$ cat config.mk
export PLATFORM = sky130hd
export DESIGN_NAME = pencoder_inv_mask
export DESIGN_NICKNAME = d
export VERILOG_FILES = /design/src/rtl/pencoder_inv_mask.sv
export SDC_FILE = /design/constraint.sdc
export NUM_CORES = 1
export LEC_CHECK = 0
export ABC_CLOCK_PERIOD_IN_PS = 4500
export CORE_MARGIN = 2
export CORE_UTILIZATION = 49
export DETAILED_ROUTE_END_ITERATION = 8
export PLACE_DENSITY = 0.75
export SKIP_CTS_REPAIR_TIMING = 1
export SYNTH_ARGS = -nofsm -noshare
export SYNTH_HDL_FRONTEND = slang
export SYNTH_SLANG_ARGS = --single-unit
export TNS_END_PERCENT = 5
$ cat constraint.sdc
create_clock -name clk -period 4.5 [get_ports clk]
set_clock_uncertainty 0.2 [all_clocks]
set_input_delay 0.9 -clock clk [delete_from_list [all_inputs] [get_ports clk]]
set_output_delay 0.9 -clock clk [all_outputs]
set_load 0.05 [all_outputs]
$ cat src/rtl/pencoder_inv_mask.sv
// Purpose : rebuilds the MASK_W-bit bitmask of each word from a stream of MSB-relative bit positions.
// Latency : 1 cycle from the accepted closing beat to out_valid.
// Backpressure: in_ready = !out_valid | out_ready. A stalled output blocks all input beats.
//
// Ports:
//   clk, rst_n                     clock, asynchronous active-low reset
//   in_valid/in_ready              input beat handshake
//   in_pos                         bit position, 0 = bit MASK_W-1
//   in_last                        beat closes the word
//   in_zero                        word closes with no new bit (in_pos ignored)
//   out_valid/out_ready            completed-mask handshake
//   out_mask, out_count            reconstructed mask and its popcount
//   busy                           a word is open
//   order_err (optional)           sticky flag: positions within a word not strictly increasing
//
// Optional feature macro: PENCODER_INV_ORDER_CHECK_EN (adds order_err and its tracking state).

module pencoder_inv_mask #(
    parameter int MASK_W = 8,
    parameter int POS_W  = $clog2(MASK_W)
) (
    input  logic              clk,
    input  logic              rst_n,
    input  logic              in_valid,
    output logic              in_ready,
    input  logic [POS_W-1:0]  in_pos,
    input  logic              in_last,
    input  logic              in_zero,
    output logic              out_valid,
    input  logic              out_ready,
    output logic [MASK_W-1:0] out_mask,
    output logic [POS_W:0]    out_count,
    output logic              busy
`ifdef PENCODER_INV_ORDER_CHECK_EN
    ,
    output logic              order_err
`endif
);

    typedef enum logic {
        IDLE  = 1'b0,
        ACCUM = 1'b1
    } state_t;

    state_t              state;
    logic [MASK_W-1:0]   acc_mask;

    logic                accept;
    logic                closing;
    logic [POS_W-1:0]    bit_idx;
    logic [MASK_W-1:0]   dec_bit;
    logic [MASK_W-1:0]   merged;
    logic [MASK_W-1:0]   close_mask;

    function automatic logic [POS_W:0] popcount(input logic [MASK_W-1:0] m);
        logic [POS_W:0] c;
        c = '0;
        for (int i = 0; i < MASK_W; i++) begin
            c = c + {{POS_W{1'b0}}, m[i]};
        end
        return c;
    endfunction

    // Ready depends only on the output register, so there is no in_* -> in_ready path.
    assign in_ready = !out_valid || out_ready;
    assign accept   = in_valid && in_ready;
    assign closing  = in_zero || in_last;

    assign bit_idx  = POS_W'(MASK_W - 1) - in_pos;
    assign dec_bit  = MASK_W'(1) << bit_idx;

    // acc_mask is held at zero in IDLE, so one OR serves both the first beat and later beats.
    assign merged     = acc_mask | dec_bit;
    // A zero beat contributes no bit; it just closes whatever has been gathered so far.
    assign close_mask = in_zero ? acc_mask : merged;

    assign busy = (state == ACCUM);

    always_ff @(posedge clk or negedge rst_n) begin
        if (!rst_n) begin
            state     <= IDLE;
            acc_mask  <= '0;
            out_mask  <= '0;
            out_count <= '0;
            out_valid <= 1'b0;
        end else begin
            if (out_valid && out_ready) begin
                out_valid <= 1'b0;
            end
            if (accept) begin
                case (state)
                    IDLE, ACCUM: begin
                        if (closing) begin
                            // Overrides the drain above: back-to-back words keep out_valid high.
                            out_valid <= 1'b1;
                            out_mask  <= close_mask;
                            out_count <= popcount(close_mask);
                            acc_mask  <= '0;
                            state     <= IDLE;
                        end else begin
                            acc_mask  <= merged;
                            state     <= ACCUM;
                        end
                    end
                    default: begin
                        acc_mask <= '0;
                        state    <= IDLE;
                    end
                endcase
            end
        end
    end

`ifdef PENCODER_INV_ORDER_CHECK_EN
    logic [POS_W-1:0] last_pos;

    // Encoder emits positions MSB-first, so each beat after the first must be strictly larger.
    always_ff @(posedge clk or negedge rst_n) begin
        if (!rst_n) begin
            last_pos  <= '0;
            order_err <= 1'b0;
        end else if (accept && !in_zero) begin
            if ((state == ACCUM) && (in_pos <= last_pos)) begin
                order_err <= 1'b1;
            end
            last_pos <= in_pos;
        end
    end
`endif

endmodule

Word level (Yosys, flattened, before mapping). Index checks and enable logic that the tools add are counted. Widths: inputs -> output; s select.

Bits in registers: 22. Input bits: 9.

$add $sub $neg: 8. Shift operators: 1. Multiplexer cells: 6. Bitwise gates (word level): 1. Reductions and logical operators: 6.

Operator list (number): $add 4x1->4 (4); $mux 8 (2); $or 8x8->8 (1); $shl 1x3->8 const A (1); $add 3x1->4 (1); $mux 1 (4); $add 2x1->3 (1); $sub 3x3->3 const A (1); $add 1x1->2 (1); $logic_and 1x1->1 (2); $logic_or 1x1->1 (2); $reduce_and 2->1 (1); $logic_not 1->1 (1).

Longest topological paths before layout.
Word-level depth: 11. Mapped depth: 12. Mapped depth without buffers: 12.

Worst setup path before layout. Ideal clock, no wire load.

Path kind: input-to-reg. From: input port in_pos[1]. To: register out_count[2]. Arrival: 3708 ps. Required time: 4175 ps. Setup slack: 467 ps. Stages on the path: 12. Path through: and2_1 a21o_1 fa_1 inv_1 fa_1 fa_1 inv_1 ha_1 inv_1 fa_1 xnor2_1 mux2_4.

Cells in the longest elaborated chain, start to end: 11.

Ends and longest elaborated chain: start, declared (RTL line 26) `input logic [POS_W-1:0] in_pos,`; $sub 3x3->3 (RTL line 69) `assign bit_idx = POS_W'(MASK_W - 1) - in_pos;`; $shl 1x3->8 (RTL line 70) `assign dec_bit = MASK_W'(1) << bit_idx;`; $or 8x8->8 (RTL line 73) `assign merged = acc_mask | dec_bit;`; $mux 8 (RTL line 75) `assign close_mask = in_zero ? acc_mask : merged;`; named net close_mask[0] (RTL line 53) `logic [MASK_W-1:0] close_mask;`; $add 1x1->2 (RTL line 59) `c = c + {{POS_W{1'b0}}, m[i]};`; $add 2x1->3 (RTL line 59); $add 3x1->4 (RTL line 59); $add 4x1->4 (4 in series) (RTL line 59); end signal, assigned (RTL line 97) `out_count <= popcount(close_mask);`; end, declared (RTL line 32) `output logic [POS_W:0] out_count,`.

The timed path passes the listed nets, and every way through them passes these cells. A chain may end at the register's enable or synchronous reset.

Final worst setup path.
From: input port in_zero. To: register out_count[2].

Cells in the longest elaborated chain, start to end: 8. Elaborated cells between the ends (all ways): 10. Classes of those cells: add/sub: 7; mux: 1; reduce/logical: 2.

Ends and longest elaborated chain: start, declared (RTL line 28) `input logic in_zero,`; $mux 8 (RTL line 75); named net close_mask[0] (RTL line 53); $add 1x1->2 (RTL line 59); $add 2x1->3 (RTL line 59); $add 3x1->4 (RTL line 59); $add 4x1->4 (4 in series) (RTL line 59).

The timed path passes the listed nets, and every way through them passes these cells.

==> impl_table.tex <==
\begin{tabular}{lr}
\hline
Metric & Value \\
\hline
\multicolumn{2}{l}{\textbf{Critical path}} \\
\quad Highest fanout seen on the critical path & 4 \\
\quad Worst r2r path cells & 11 \\
\quad Setup slack of the worst register-to-register path & between 1 and 1.5 ns \\
\quad Critical Setup Path Class & input pin to flip-flop \\
\quad Worst reg2reg path startpoint & acc\_mask[0] \\
\quad Type of element capturing the critical path & flip-flop \\
\quad Critical path required time & 4.50 ns \\
\quad CP arrival & approximately 4.3 ns \\
\quad CP startpoint kind & input pin \\
\quad End of the worst register-to-register path & out\_count[2] \\
\multicolumn{2}{l}{\textbf{Yosys}} \\
\quad Library cells used by synthesis & 21 \\
\quad Yosys Warn Count & 0 \\
\quad Area contributors post-synth & sky130\_fd\_sc\_hd\_\_dfrtp\_1, sky130\_fd\_sc\_hd\_\_mux2\_4, sky130\_fd\_sc\_hd\_\_fa\_1, sky130\_fd\_sc\_hd\_\_mux2i\_1, sky130\_fd\_sc\_hd\_\_inv\_1 \\
\quad Share of synthesized registers carrying an async set or reset & 1.00 \\
\quad Sequential element share of the synthesized area & 0.484 \\
\quad Number of cells produced by synthesis & 96 \\
\quad Net count after synthesis & 112 \\
\quad Mean cell area of the mapped netlist & 11.8 sq um \\
\quad Yosys top cell by area & sky130\_fd\_sc\_hd\_\_dfrtp\_1 \\
\quad Most instantiated cells after synthesis & sky130\_fd\_sc\_hd\_\_dfrtp\_1, sky130\_fd\_sc\_hd\_\_inv\_1, sky130\_fd\_sc\_hd\_\_nor2\_1 \\
\quad Flops \& latches, synth & 22 \\
\quad Post-synth EDFFs & 0 \\
\quad Most used flip-flop cell after synthesis & sky130\_fd\_sc\_hd\_\_dfrtp\_1 \\
\quad Mapped Area & 1140 sq um \\
\quad Top-count cell post-synth & sky130\_fd\_sc\_hd\_\_dfrtp\_1 \\
\quad Post-synth top area share & 0.484 \\
\multicolumn{2}{l}{\textbf{Run status}} \\
\quad Run status & finished clean \\
\multicolumn{2}{l}{\textbf{Power and ir drop}} \\
\quad Cell-internal power & 387 uW \\
\quad Power per standard cell area & 424 nW/um\^{}2 \\
\quad Share of power burned in combinational logic & 0.439 \\
\quad Clock Power Share & 0.171 \\
\quad Max rail drop VDD & between 0.2 and 0.3 mV \\
\quad LEAKAGE & 0.735 nW \\
\quad Fraction of power spent switching nets & 0.383 \\
\quad Switch Pwr & 240 uW \\
\quad Sequential cell fraction of total power & 0.390 \\
\multicolumn{2}{l}{\textbf{Worst hold path}} \\
\quad Hold crit path type & flip-flop to flip-flop \\
\quad Hold path startpoint & busy \\
\quad Sink of the worst hold path & busy \\
\quad Hold-critical path depth & 2 \\
\multicolumn{2}{l}{\textbf{Global routing}} \\
\quad Largest net degree at the start of global routing & 23 \\
\quad First-pass GRT wire length & 3870 um \\
\quad GRT Overall Usage & 0.197 \\
\quad Remaining Overflow, GRT & 0 \\
\quad Initial antenna violation count & 0 \\
\quad Number of global-route vias before repair & 863 \\
\multicolumn{2}{l}{\textbf{Place}} \\
\quad Post-Place Setup Slack & -0.152 ns \\
\quad Total of buffers placed on input and output ports & 23 \\
\quad Dpl cells & 152 \\
\quad Final HPWL DP & 1650 um \\
\quad Routability Congestion & 0.874 \\
\multicolumn{2}{l}{\textbf{STA}} \\
\quad Final worst-path setup slack & around 0.16 ns \\
\quad Setup-violating endpoint count in the final report & 0 \\
\quad Post-route worst hold slack & around 0.31 ns \\
\quad Worst max-slew margin expressed relative to the limit & 0.367 \\
\quad Transition at the pin with the smallest max-transition slack & 0.946 ns \\
\quad Tcrit/Tclk final & 0.964 \\
\quad Fmax & 231 MHz \\
\quad Max-slew violation count & 0 \\
\quad Setup repair after global routing missed its margin & no \\
\quad Hold violation total from the final report & 0 \\
\quad Crit path time final & 4.34 ns \\
\quad Setup TNS & 0 ns \\
\multicolumn{2}{l}{\textbf{Drt}} \\
\quad Post-detailed-route DRC marker count & 0 \\
\quad DR WL/cell & 14.3 um \\
\quad Routed vias/inst & 5.29 \\
\quad Post-route antenna net violation count & 0 \\
\quad Detailed Routing Iterations Pass 1 & 4 \\
\quad Routed Wire Length & 2230 um \\
\quad Violation count after the first detailed-routing iteration & 16 \\
\quad Number of vias in the routed layout & 825 \\
\multicolumn{2}{l}{\textbf{Die}} \\
\quad Effective utilization at floorplan & 0.514 \\
\quad Count of boundary I/O pins & 24 \\
\quad Row count & 17 \\
\quad DIE WIDTH & 52.2 um \\
\quad Height of the die & roughly 52 um \\
\quad Core Footprint & 2210 sq um \\
\quad Die Footprint & 2720 sq um \\
\multicolumn{2}{l}{\textbf{Clock network}} \\
\quad Clock latency on the worst-skew pair & 0.31 ns \\
\quad Num CTS Buffers & 3 \\
\quad CTS clock-pin slew for the worst setup and hold paths & 0.11 ns \\
\quad Buffers from clock root to sink, at most & 2 \\
\quad Clk sinks & 22 \\
\quad CTS tree & built \\
\quad Master cell of the clock root buffer & sky130\_fd\_sc\_hd\_\_clkbuf\_4 \\
\quad H-tree levels & 1 \\
\multicolumn{2}{l}{\textbf{Finish}} \\
\quad Net count, final & 145 \\
\quad Final cell count without fillers & 156 \\
\quad Number of antenna repair diodes & 0 \\
\quad Fill cells & 175 \\
\quad Area growth from synthesis to layout & 30.1\% \\
\quad Share of layout cells above drive strength 1 & 0.172 \\
\multicolumn{2}{l}{\textbf{Flow run}} \\
\quad Reported max-cap violation count & 0 \\
\hline
\end{tabular}
-- worst max-delay path: stages --
cell and delay (ns):
sky130_fd_sc_hd__clkdlybuf4s50_1 0.48, sky130_fd_sc_hd__and2b_4 0.21, sky130_fd_sc_hd__a21o_1 0.19, sky130_fd_sc_hd__fa_1 0.54
sky130_fd_sc_hd__inv_1 0.05, sky130_fd_sc_hd__fa_1 0.50, sky130_fd_sc_hd__fa_1 0.42, sky130_fd_sc_hd__inv_1 0.07
sky130_fd_sc_hd__ha_1 0.16, sky130_fd_sc_hd__inv_1 0.06, sky130_fd_sc_hd__fa_1 0.37, sky130_fd_sc_hd__xnor2_1 0.14
sky130_fd_sc_hd__mux2_4 0.26
-- area by class of cell --
type / instances / area [sq um] / share of cell area
Sequential cell: 22 / 551 / 0.372
Multi-Input combinational cell: 59 / 519 / 0.351
Timing Repair Buffer: 32 / 298 / 0.201
Inverter: 11 / 41.3 / 0.0279
Clock buffer: 4 / 36.3 / 0.0245
Tap cell: 28 / 35.0 / 0.0237
-- state kept, by name (all words and copies together) (netlist names) --
register and count:
acc_mask 8, out_mask 8, out_valid 1, out_count 4
busy 1
-- metal layers --
layer,up-vias,share of wire,track usage
met5,-,0,0
met4,0,0.021,0.103
met3,5,0.064,0.0429
met2,27,0.46,0.306
met1,403,0.46,0.259
li1,390,-,-
-- through the flow --
step | power [mW] | instance area, sq um | utilization
4_1_cts | 0.635 | 1480 | 0.669
5_1_grt | 0.663 | 1480 | 0.669
6_report | 0.628 | 1480 | 0.669
3_5_place_dp | 0.524 | 1440 | 0.653
3_3_place_gp | 0.519 | 1440 | 0.653
2_1_floorplan | 0.432 | 1140 | -
-- layout by cell type (no fill, tap or decap) --
master                             n
sky130_fd_sc_hd__and2b_4           1
sky130_fd_sc_hd__mux2_4            7
sky130_fd_sc_hd__clkbuf_8          1
sky130_fd_sc_hd__mux2i_1           5
sky130_fd_sc_hd__buf_4             9
sky130_fd_sc_hd__a41oi_1           4
sky130_fd_sc_hd__clkbuf_4          3
sky130_fd_sc_hd__nand2_1           1
sky130_fd_sc_hd__o211ai_1          1
sky130_fd_sc_hd__ha_1              3
sky130_fd_sc_hd__nand2b_4          1
sky130_fd_sc_hd__dfrtp_1          22
sky130_fd_sc_hd__and2_1            1
sky130_fd_sc_hd__a31oi_1           4
sky130_fd_sc_hd__o211a_1           1
sky130_fd_sc_hd__inv_1            11
sky130_fd_sc_hd__a21oi_1           6
sky130_fd_sc_hd__nor2_1           11
sky130_fd_sc_hd__clkdlybuf4s50_1  23
sky130_fd_sc_hd__nor2b_1           4
sky130_fd_sc_hd__fa_1              4
sky130_fd_sc_hd__a21o_1            4
sky130_fd_sc_hd__xnor2_1           1
-- power groups by stage --
stage | logic [mW] | clock network (mW) | registers, mW
2_1_floorplan | 0.0964 | 0 | 0.335
3_3_place_gp | 0.271 | 0 | 0.248
3_5_place_dp | 0.275 | 0 | 0.249
4_1_cts | 0.279 | 0.111 | 0.245
5_1_grt | 0.297 | 0.117 | 0.250
6_report | 0.276 | 0.107 | 0.245
-- worst max path at each step --
stage / endpoint / depth (start not counted) / slack, ns / start
after global placement: out_count[2] / 13 / -0.07 / in_zero
after global routing: out_count[2] / 13 / 0.07 / in_pos[1]
final: out_count[2] / 13 / 0.16 / in_zero
after floorplan: out_count[2] / 12 / 0.47 / in_pos[1]
after detailed placement: out_count[2] / 13 / -0.15 / in_pos[1]
after CTS: out_count[2] / 13 / 0.16 / in_pos[1]
-- cell families (layout without fill, tap and decap cells) --
logic type	Yosys count	after routing	synth area share
AND/OR/NAND/NOR	19	19	0.0880
AO/OA/AOI/OAI	20	20	0.121
buffers and inverters	15	47	0.0594
multiplexers	12	12	0.136
XOR/XNOR	1	1	0.00770
adder cells (fa/ha/maj)	7	7	0.103
flip-flops	22	22	0.484
Power figures use the tool's default switching activity.
